### src/rtl/pipe_stage_reg_pkg.sv
// Shared pipeline constants: per-boundary bus widths, ctrl field layout
// and the occupancy encoding used by pipe_stage_reg.
package pipe_stage_reg_pkg;

    typedef enum logic [1:0] {
        EMPTY = 2'd0,
        ONE   = 2'd1,
        FULL  = 2'd2
    } occ_t;

    localparam int IF2ID_DATA_W  = 64;
    localparam int IF2ID_CTRL_W  = 8;
    localparam int ID2EX_DATA_W  = 128;
    localparam int ID2EX_CTRL_W  = 8;
    localparam int EX2MEM_DATA_W = 96;
    localparam int EX2MEM_CTRL_W = 8;
    localparam int MEM2WB_DATA_W = 64;
    localparam int MEM2WB_CTRL_W = 8;

    // ctrl layout: {num_write[4:0], s_data_write[1:0], reg_write}
    localparam int CTRL_REG_WRITE    = 0;
    localparam int CTRL_S_DATA_WRITE = 1;
    localparam int CTRL_NUM_WRITE    = 3;
    localparam int CTRL_FIELDS_W     = 8;

    function automatic logic [CTRL_FIELDS_W-1:0] pack_ctrl(
        input logic       reg_write,
        input logic [1:0] s_data_write,
        input logic [4:0] num_write
    );
        return {num_write, s_data_write, reg_write};
    endfunction

endpackage

### src/rtl/pipe_stage_reg_slot.sv
// pipe_slot: one valid+ctrl+data holding register.
// kill beats load; kill clears valid and ctrl but leaves data stale.
module pipe_slot
    import pipe_stage_reg_pkg::*;
#(
    parameter int DATA_W = 32,
    parameter int CTRL_W = 8
) (
    input  logic              clock,
    input  logic              reset,
    input  logic              load,
    input  logic              kill,
    input  logic [CTRL_W-1:0] in_ctrl,
    input  logic [DATA_W-1:0] in_data,
    output logic              valid,
    output logic [CTRL_W-1:0] ctrl,
    output logic [DATA_W-1:0] data
);

    always_ff @(posedge clock) begin
        if (!reset) begin
            valid <= 1'b0;
            ctrl  <= '0;
            data  <= '0;
        end else if (kill) begin
            valid <= 1'b0;
            ctrl  <= '0;
        end else if (load) begin
            valid <= 1'b1;
            ctrl  <= in_ctrl;
            data  <= in_data;
        end
    end

endmodule

### src/rtl/pipe_stage_reg.sv
// Generic inter-stage pipeline register with valid/ready handshake,
// synchronous flush and an optional 2-entry skid buffer.
module pipe_stage_reg
    import pipe_stage_reg_pkg::*;
#(
    parameter int DATA_W = 32,
    parameter int CTRL_W = 8,
    parameter int SKID   = 1
) (
    input  logic              clock,
    input  logic              reset,
    input  logic              flush,
    input  logic              in_valid,
    output logic              in_ready,
    input  logic [CTRL_W-1:0] in_ctrl,
    input  logic [DATA_W-1:0] in_data,
    output logic              out_valid,
    input  logic              out_ready,
    output logic [CTRL_W-1:0] out_ctrl,
    output logic [DATA_W-1:0] out_data,
    output logic [1:0]        occupancy
);

    if (SKID != 0) begin : g_skid
        occ_t              state;
        occ_t              state_nxt;
        logic              in_fire;
        logic              main_load;
        logic              main_kill;
        logic              skid_load;
        logic              skid_kill;
        logic              skid_valid;
        logic [CTRL_W-1:0] skid_ctrl;
        logic [DATA_W-1:0] skid_data;
        logic [CTRL_W-1:0] main_in_ctrl;
        logic [DATA_W-1:0] main_in_data;

        always_ff @(posedge clock) begin
            if (!reset)
                state <= EMPTY;
            else
                state <= state_nxt;
        end

        always_comb begin
            state_nxt = state;
            main_load = 1'b0;
            main_kill = 1'b0;
            skid_load = 1'b0;
            skid_kill = 1'b0;
            if (flush) begin
                state_nxt = EMPTY;
                main_kill = 1'b1;
                skid_kill = 1'b1;
            end else begin
                unique case (state)
                    EMPTY: begin
                        if (in_fire) begin
                            main_load = 1'b1;
                            state_nxt = ONE;
                        end
                    end
                    ONE: begin
                        if (in_fire && out_ready) begin
                            main_load = 1'b1;
                        end else if (in_fire) begin
                            skid_load = 1'b1;
                            state_nxt = FULL;
                        end else if (out_ready) begin
                            main_kill = 1'b1;
                            state_nxt = EMPTY;
                        end
                    end
                    FULL: begin
                        if (out_ready) begin
                            main_load = 1'b1;
                            skid_kill = 1'b1;
                            state_nxt = ONE;
                        end
                    end
                    default: state_nxt = EMPTY;
                endcase
            end
        end

        // ready comes from registered state only, never from out_ready
        always_comb begin
            in_ready  = reset && (state != FULL);
            occupancy = state;
        end

        assign in_fire      = in_valid & in_ready;
        assign main_in_ctrl = skid_valid ? skid_ctrl : in_ctrl;
        assign main_in_data = skid_valid ? skid_data : in_data;

        pipe_slot #(.DATA_W(DATA_W), .CTRL_W(CTRL_W)) u_main (
            .clock   (clock),
            .reset   (reset),
            .load    (main_load),
            .kill    (main_kill),
            .in_ctrl (main_in_ctrl),
            .in_data (main_in_data),
            .valid   (out_valid),
            .ctrl    (out_ctrl),
            .data    (out_data)
        );

        pipe_slot #(.DATA_W(DATA_W), .CTRL_W(CTRL_W)) u_skid (
            .clock   (clock),
            .reset   (reset),
            .load    (skid_load),
            .kill    (skid_kill),
            .in_ctrl (in_ctrl),
            .in_data (in_data),
            .valid   (skid_valid),
            .ctrl    (skid_ctrl),
            .data    (skid_data)
        );
    end else begin : g_flop
        logic in_fire;
        logic out_fire;

        assign in_ready  = reset & (out_ready | ~out_valid);
        assign in_fire   = in_valid & in_ready;
        assign out_fire  = out_valid & out_ready;
        assign occupancy = {1'b0, out_valid};

        pipe_slot #(.DATA_W(DATA_W), .CTRL_W(CTRL_W)) u_main (
            .clock   (clock),
            .reset   (reset),
            .load    (in_fire),
            .kill    (flush | (out_fire & ~in_fire)),
            .in_ctrl (in_ctrl),
            .in_data (in_data),
            .valid   (out_valid),
            .ctrl    (out_ctrl),
            .data    (out_data)
        );
    end

endmodule

### config.mk
export PLATFORM = sky130hd
export DESIGN_NAME = pipe_stage_reg
export DESIGN_NICKNAME = d
export VERILOG_FILES = /design/src/rtl/pipe_stage_reg_pkg.sv /design/src/rtl/pipe_stage_reg_slot.sv /design/src/rtl/pipe_stage_reg.sv
export SDC_FILE = /design/constraint.sdc
export NUM_CORES = 1
export LEC_CHECK = 0
export BUFFER_PORTS_ARGS = -buffer_cell sky130_fd_sc_hd__clkbuf_2
export CAP_MARGIN = 20
export CORE_MARGIN = 4
export CORE_UTILIZATION = 49
export DETAILED_ROUTE_END_ITERATION = 8
export GPL_TIMING_DRIVEN = 1
export MAX_ROUTING_LAYER = met4
export PLACE_DENSITY = 0.8
export SLEW_MARGIN = 20
export SYNTH_ARGS = -nofsm -noshare
export SYNTH_HDL_FRONTEND = slang
export SYNTH_SLANG_ARGS = --single-unit
### constraint.sdc
create_clock -name clock -period 1.5 [get_ports clock]
set_clock_uncertainty 0.05 [all_clocks]
set_input_delay 0.075 -clock clock [delete_from_list [all_inputs] [get_ports clock]]
set_output_delay 0.075 -clock clock [all_outputs]
set_load 0.005 [all_outputs]
== Yosys cells after proc, flatten, opt, wreduce, memory -nomap -nowiden ==
Index checks and enable logic that the tools add are counted.

* Register bits after elaboration: 84
* Input bits: 45
* Output and inout port bits: 44
* Logic and storage cells: 49

* Eq/ne operators: 7
* Mux-type cells: 22
* Bitwise logic cells: 4
* Reductions and logical operators: 9

{| class="wikitable"
|+ Operator list
! operator !! count
|-
| 2-to-1 mux 32 bit || 1
|-
| 2-to-1 mux 1 bit || 13
|-
| 2-to-1 mux 2 bit || 5
|-
| 2-to-1 mux 8 bit || 1
|-
| != test 2 bit (second input constant) || 4
|-
| one-hot mux 2 bit (3 select lines) || 1
|-
| OR reduction 2 bit || 3
|-
| AND reduction 2 bit || 2
|-
| AND reduction 4 bit || 1
|-
| != test 3 bit (second input constant) || 1
|-
| inverter 1 bit || 3
|-
| one-hot mux 1 bit (3 select lines) || 1
|-
| == test 2 x 1 -> 1 bit (second input constant) || 1
|-
| == test 2 bit (second input constant) || 1
|-
| logical AND 1 bit || 2
|-
| zero test 2 bit || 1
|-
| AND 1 bit || 1
|}

== Depth between registers and ports, before layout ==
* Depth after elaboration: 9
* Mapped depth: 6
* Depth with buffers taken out: 3

== By module ==
A second synthesis with hierarchy kept.

* Cells, all modules: 406
* Area total of the unflattened synthesis: 4013.8 um2

{| class="wikitable"
|+ By module, submodules not included
! module !! instances !! cells each !! area an instance (um2) !! seq. area each (um2)
|-
| pipe_slot || 2 || 170 || 1672.9 || 820.8
|-
| pipe_stage_reg || 1 || 66 || 668.1 || 40.0
|}

== Worst setup path after synthesis ==
OpenSTA, ideal clock, no wires.

* Path kind: register to register
* Start: reg g_skid.state[1], in the netlist occupancy[1]
* End: reg g_skid.u_main.data[10]
* Setup time: 72 ps
* Arrival time: 1411 ps
* Required time: 1378 ps
* Path slack: -33 ps
* Stages on the path, launching flop included: 7
* Path buffers: 3
* Clock period less this slack: 1533 ps
* Cell sequence: dfxtp_1 buf_2 and4bb_1 buf_6 a31oi_4 buf_8 mux2i_1

* Longest elaborated chain between the ends: 9
* Elaborated cells between the ends (all ways): 17
* Those cells by class: 3 x eq/ne; 8 x mux; 2 x bitwise; 4 x reduce/logical

{| class="wikitable"
|+ RTL lines
! item !! line !! source
|-
| start, declared || pipe_stage_reg.sv:25 || <nowiki>occ_t state;</nowiki>
|-
| start signal, assigned || pipe_stage_reg.sv:42 || <nowiki>state <= state_nxt;</nowiki>
|-
| != test 2 bit || pipe_stage_reg.sv:88 || <nowiki>in_ready = reset && (state != FULL);</nowiki>
|-
| logical AND 1 bit || pipe_stage_reg.sv:88 ||
|-
| AND 1 bit || pipe_stage_reg.sv:92 || <nowiki>assign in_fire = in_valid & in_ready;</nowiki>
|-
| 2-to-1 mux 1 bit / logical AND 1 bit (equally long branches) || pipe_stage_reg.sv:66, pipe_stage_reg.sv:64 ||
|-
| 2-to-1 mux 1 bit || pipe_stage_reg.sv:64 || <nowiki>if (in_fire && out_ready) begin</nowiki>
|-
| 2-to-1 mux 1 bit || pipe_stage_reg.sv:56 || <nowiki>unique case (state)</nowiki>
|-
| 2-to-1 mux 1 bit || pipe_stage_reg.sv:51 || <nowiki>if (flush) begin</nowiki>
|-
| inverter 1 bit (no source line) || n/a ||
|-
| AND reduction 2 bit (no source line) * || n/a ||
|-
| end signal, assigned || pipe_stage_reg_slot.sv:31 || <nowiki>data <= in_data;</nowiki>
|-
| end, declared || pipe_stage_reg_slot.sv:17 || <nowiki>output logic [DATA_W-1:0] data</nowiki>
|}

Mark *: on every way between the ends. The rest lies on a longest branch, timed or not.
A chain may end at the register's enable or synchronous reset.

== Worst setup path after layout ==
* Start: reg g_skid.state[0], in the netlist occupancy[0]
* End: reg g_skid.u_main.ctrl[1]

* Longest elaborated chain between the ends: 8
* Elaborated cells between the ends (all ways): 16
* Those cells by class: 3 x eq/ne; 8 x mux; 1 x bitwise; 4 x reduce/logical

{| class="wikitable"
|+ RTL lines
! item !! line !! source
|-
| != test 2 bit || pipe_stage_reg.sv:88 ||
|-
| logical AND 1 bit || pipe_stage_reg.sv:88 ||
|-
| AND 1 bit || pipe_stage_reg.sv:92 ||
|-
| 2-to-1 mux 1 bit / logical AND 1 bit (equally long branches) || pipe_stage_reg.sv:66, pipe_stage_reg.sv:64 ||
|-
| 2-to-1 mux 1 bit || pipe_stage_reg.sv:64 ||
|-
| 2-to-1 mux 1 bit || pipe_stage_reg.sv:56 ||
|-
| 2-to-1 mux 1 bit || pipe_stage_reg.sv:51 ||
|-
| OR reduction 2 bit (no source line) || n/a ||
|-
| end signal, assigned || pipe_stage_reg_slot.sv:30 || <nowiki>ctrl <= in_ctrl;</nowiki>
|-
| end, declared || pipe_stage_reg_slot.sv:16 || <nowiki>output logic [CTRL_W-1:0] ctrl,</nowiki>
|}

Several ways; a longest one is shown, not always the timed one.

==> summary.txt <==
Outcome
  • Status: completed

Final layout
  • Commonest non-fill, non-tap cells in the layout: 87 x clkbuf_2, 81 x dfxtp_1, 41 x dlygate4sd3_1
  • Number of inserted diodes: 0
  • P&R area growth vs syn: 32.3%
  • Area of the multi-input gates: between 1500 and 2000 µm²
  • Register area: roughly 1700 µm²
  • Fillers: between 600 and 700
  • Final #Nets: between 500 and 600
  • Share of cells above drive strength 1: approximately a quarter
  • Post-layout util: between 60% and 70%
  • Commonest non-fill, non-tap cell in the layout: clkbuf_2
  • Post-route cell area: ~5200 µm²

GRT
  • Busiest layer in global routing: met2
  • GRT Total Usage: between 20% and 30%
  • Remaining Overflow, GRT: 0
  • First-pass GRT wire length: about 16 mm
  • Largest net degree at the start of global routing: 54
  • Vias in the first global route: roughly 3400
  • GR Util met3: under 10%
  • Initial antenna violation count: 0
  • Met2 track demand over resource: about a third
  • Met1 Use GR: 25.2%

Synth
  • Post-Syn Area: slightly below 4000 µm²
  • Netlist cell types: 34
  • Top cells by area, synth: dfxtp_1 43%, mux2i_1 11%, o211ai_1 6.2%
  • Synthesis Warnings: 0
  • Synth async-reset ratio: 0%
  • Synth Net Count: between 400 and 500
  • Area share of the largest cell type after synthesis: between 40 and 50%
  • Post-synthesis cell count: between 400 and 500
  • Synth area leader: dfxtp_1
  • Share of the yosys chip area belonging to registers: a little over two fifths
  • Post-synth EDFFs: 0
  • Mean post-synth cell area: 9.12 µm²
  • Most used DFF post-synth: dfxtp_1
  • Register bit total from synthesis: 84

STA
  • Slew HR: between 60% and 70%
  • Final Hold Fails: 0
  • Worst slew pin tran: roughly 0.46 ns
  • Period minus WS final: approximately 1.5 ns
  • Max-slew violations: 0
  • Fmax: 685 MHz
  • RSZ-0062 raised after global routing: yes
  • Worst Hold Slack: roughly 0.14 ns
  • Final Cycle Share: slightly below 100%
  • Final setup vio count: 0

Floorplan
  • Core footprint: between 7000 and 8000 µm²
  • Die area: between 9000 and 10000 µm²
  • Die Width: ~97 µm
  • Die height: between 90 and 100 µm
  • Row Count: 32
  • Initial Util: about half
  • I/O Pins: 89

Routing
  • Residual DRC: 0
  • Post-Route WL: between 9 and 10 mm
  • Initial drt markers: between 100 and 150
  • Vias: between 3000 and 4000
  • Wirelength per Cell: between 10 and 15 µm
  • TritonRoute pass-1 iters: 4
  • ANT nets after route: 0
  • Vias/cell: ~5.5

Worst setup path
  • Crit path required time: between 1.5 and 2 ns
  • CP Data Arrival Time: 1.67 ns
  • Setup crit start kind: register
  • Maximum fanout along the worst path: 9
  • FF-to-FF setup slack: about 0.039 ns
  • Kind of critical path: reg -> reg
  • Crit. End Element: register

Clocking
  • CTS sink cnt: 84
  • CTS Buffer Depth: 2
  • TritonCTS buffer count: 9
  • Clock Tree Root: clkbuf_8
  • TritonCTS clock tree: done
  • Clock transition at path regs: 0.08 ns
  • Clk_lat worst skew: around 0.35 ns
  • H-Tree Depth: 3

Placed design
  • IO Port Bufs: 88
  • Area post-placement: around 4500 µm²
  • HPWL after DPL: 6.24 mm
  • GPL Wtd Cong: approximately 0.86

Power
  • Maximum VDD drop: 0.495 mV
  • Pwr/cell area: roughly 870 nW/µm²
  • Static Leak: a little over 0.002 µW

Job
  • Max_cap viols: 0

Min path
  • HP Class: in -> reg
[metal layers]
layer  vias to the layer above  routed length, µm  part of all wire [%]
met1                      1696               4240                    44
met2                        90               4870                    50
met4                         0                203                   2.1
li1                       1782                  -                     -
met3                        17                433                   4.4
met5                         -                  0                     0
[registers in the layout, summed over array words and instances (netlist names)]
register / flops
g_skid.u_main.data: 32
g_skid.u_main.ctrl: 8
g_skid.u_skid.ctrl: 8
g_skid.u_skid.data: 32
occupancy: 2
g_skid.u_main.valid: 1
g_skid.u_skid.valid: 1
[Yosys cell counts (2+ instances only)]
cell,n
buf_8,3
a21boi_0,24
mux2i_1,41
inv_1,3
clkbuf_1,25
a21oi_1,12
dfxtp_1,84
a21boi_1,8
and2_1,2
nor2_1,2
nand3_1,40
buf_2,12
o211ai_1,32
a311oi_1,8
nand2_1,33
buf_6,3
o21ai_0,40
a211oi_1,8
nand2b_1,33
[power breakdown]
group          total [µW]  switching, µW  internal, µW  leakage (µW)
logic                 539            262           277       0.00126
clock network        1630            778           856      0.000102
registers            2300           24.8          2270      0.000681
[final cells by class]
| type | count | share of cell area [%] |
|---|---|---|
| sequential | 84 | 32.7 |
| inverter | 3 | 0.218 |
| multi-input combinational | 297 | 38.6 |
| timing repair buffer | 153 | 22.1 |
| clock buffer | 12 | 3.01 |
| tap | 102 | 2.47 |
| clock inverter | 4 | 0.921 |
[final timing paths]
check | startpoint | cells after the start | end
worst min-delay path | in_valid | 4 | occupancy[0]
worst max-delay path | occupancy[0] | 4 | g_skid.u_main.ctrl[1]
worst min register to register | g_skid.u_main.data[8] | 2 | g_skid.u_main.data[8]
worst max register to register | occupancy[0] | 4 | g_skid.u_main.ctrl[1]
[repair_timing]
| item | 4_1_cts | 5_1_grt |
|---|---|---|
| endpoints found under the setup margin | 0 | 75 |
| resized for setup | 0 | 8 |
| hold endpoints to repair | 52 | 0 |
| setup buffers | 0 | 2 |
| hold buffers | 41 | 0 |
[critical path, stage by stage, from the launching register on]
cell and delay [ns]:
dfxtp_2 0.34, or2b_1 0.27, buf_4 0.18, a31o_2 0.28, a211oi_1 0.24
[metrics by stage]
stage | total power (µW) | TNS (ns) | instances | worst slack (ns)
3_5_place_dp | 2790 | 0 | 595 | 0.0587
3_3_place_gp | 2770 | 0 | 595 | 0.105
4_1_cts | 4500 | 0 | 652 | 0.00747
2_1_floorplan | 2590 | 0 | 428 | 0.00596
5_1_grt | 4650 | -0.0218 | 655 | -0.0174
6_report | 4470 | 0 | 655 | 0.0395
[logic make-up after synthesis]
group                  synth area share, %
flip-flops                            43.1
AO/OA/AOI/OAI                         23.8
buffers and inverters                 6.44
AND/OR/NAND/NOR                       16.1
multiplexers                          10.5
No activity file was read; power rests on OpenSTA's default activity.
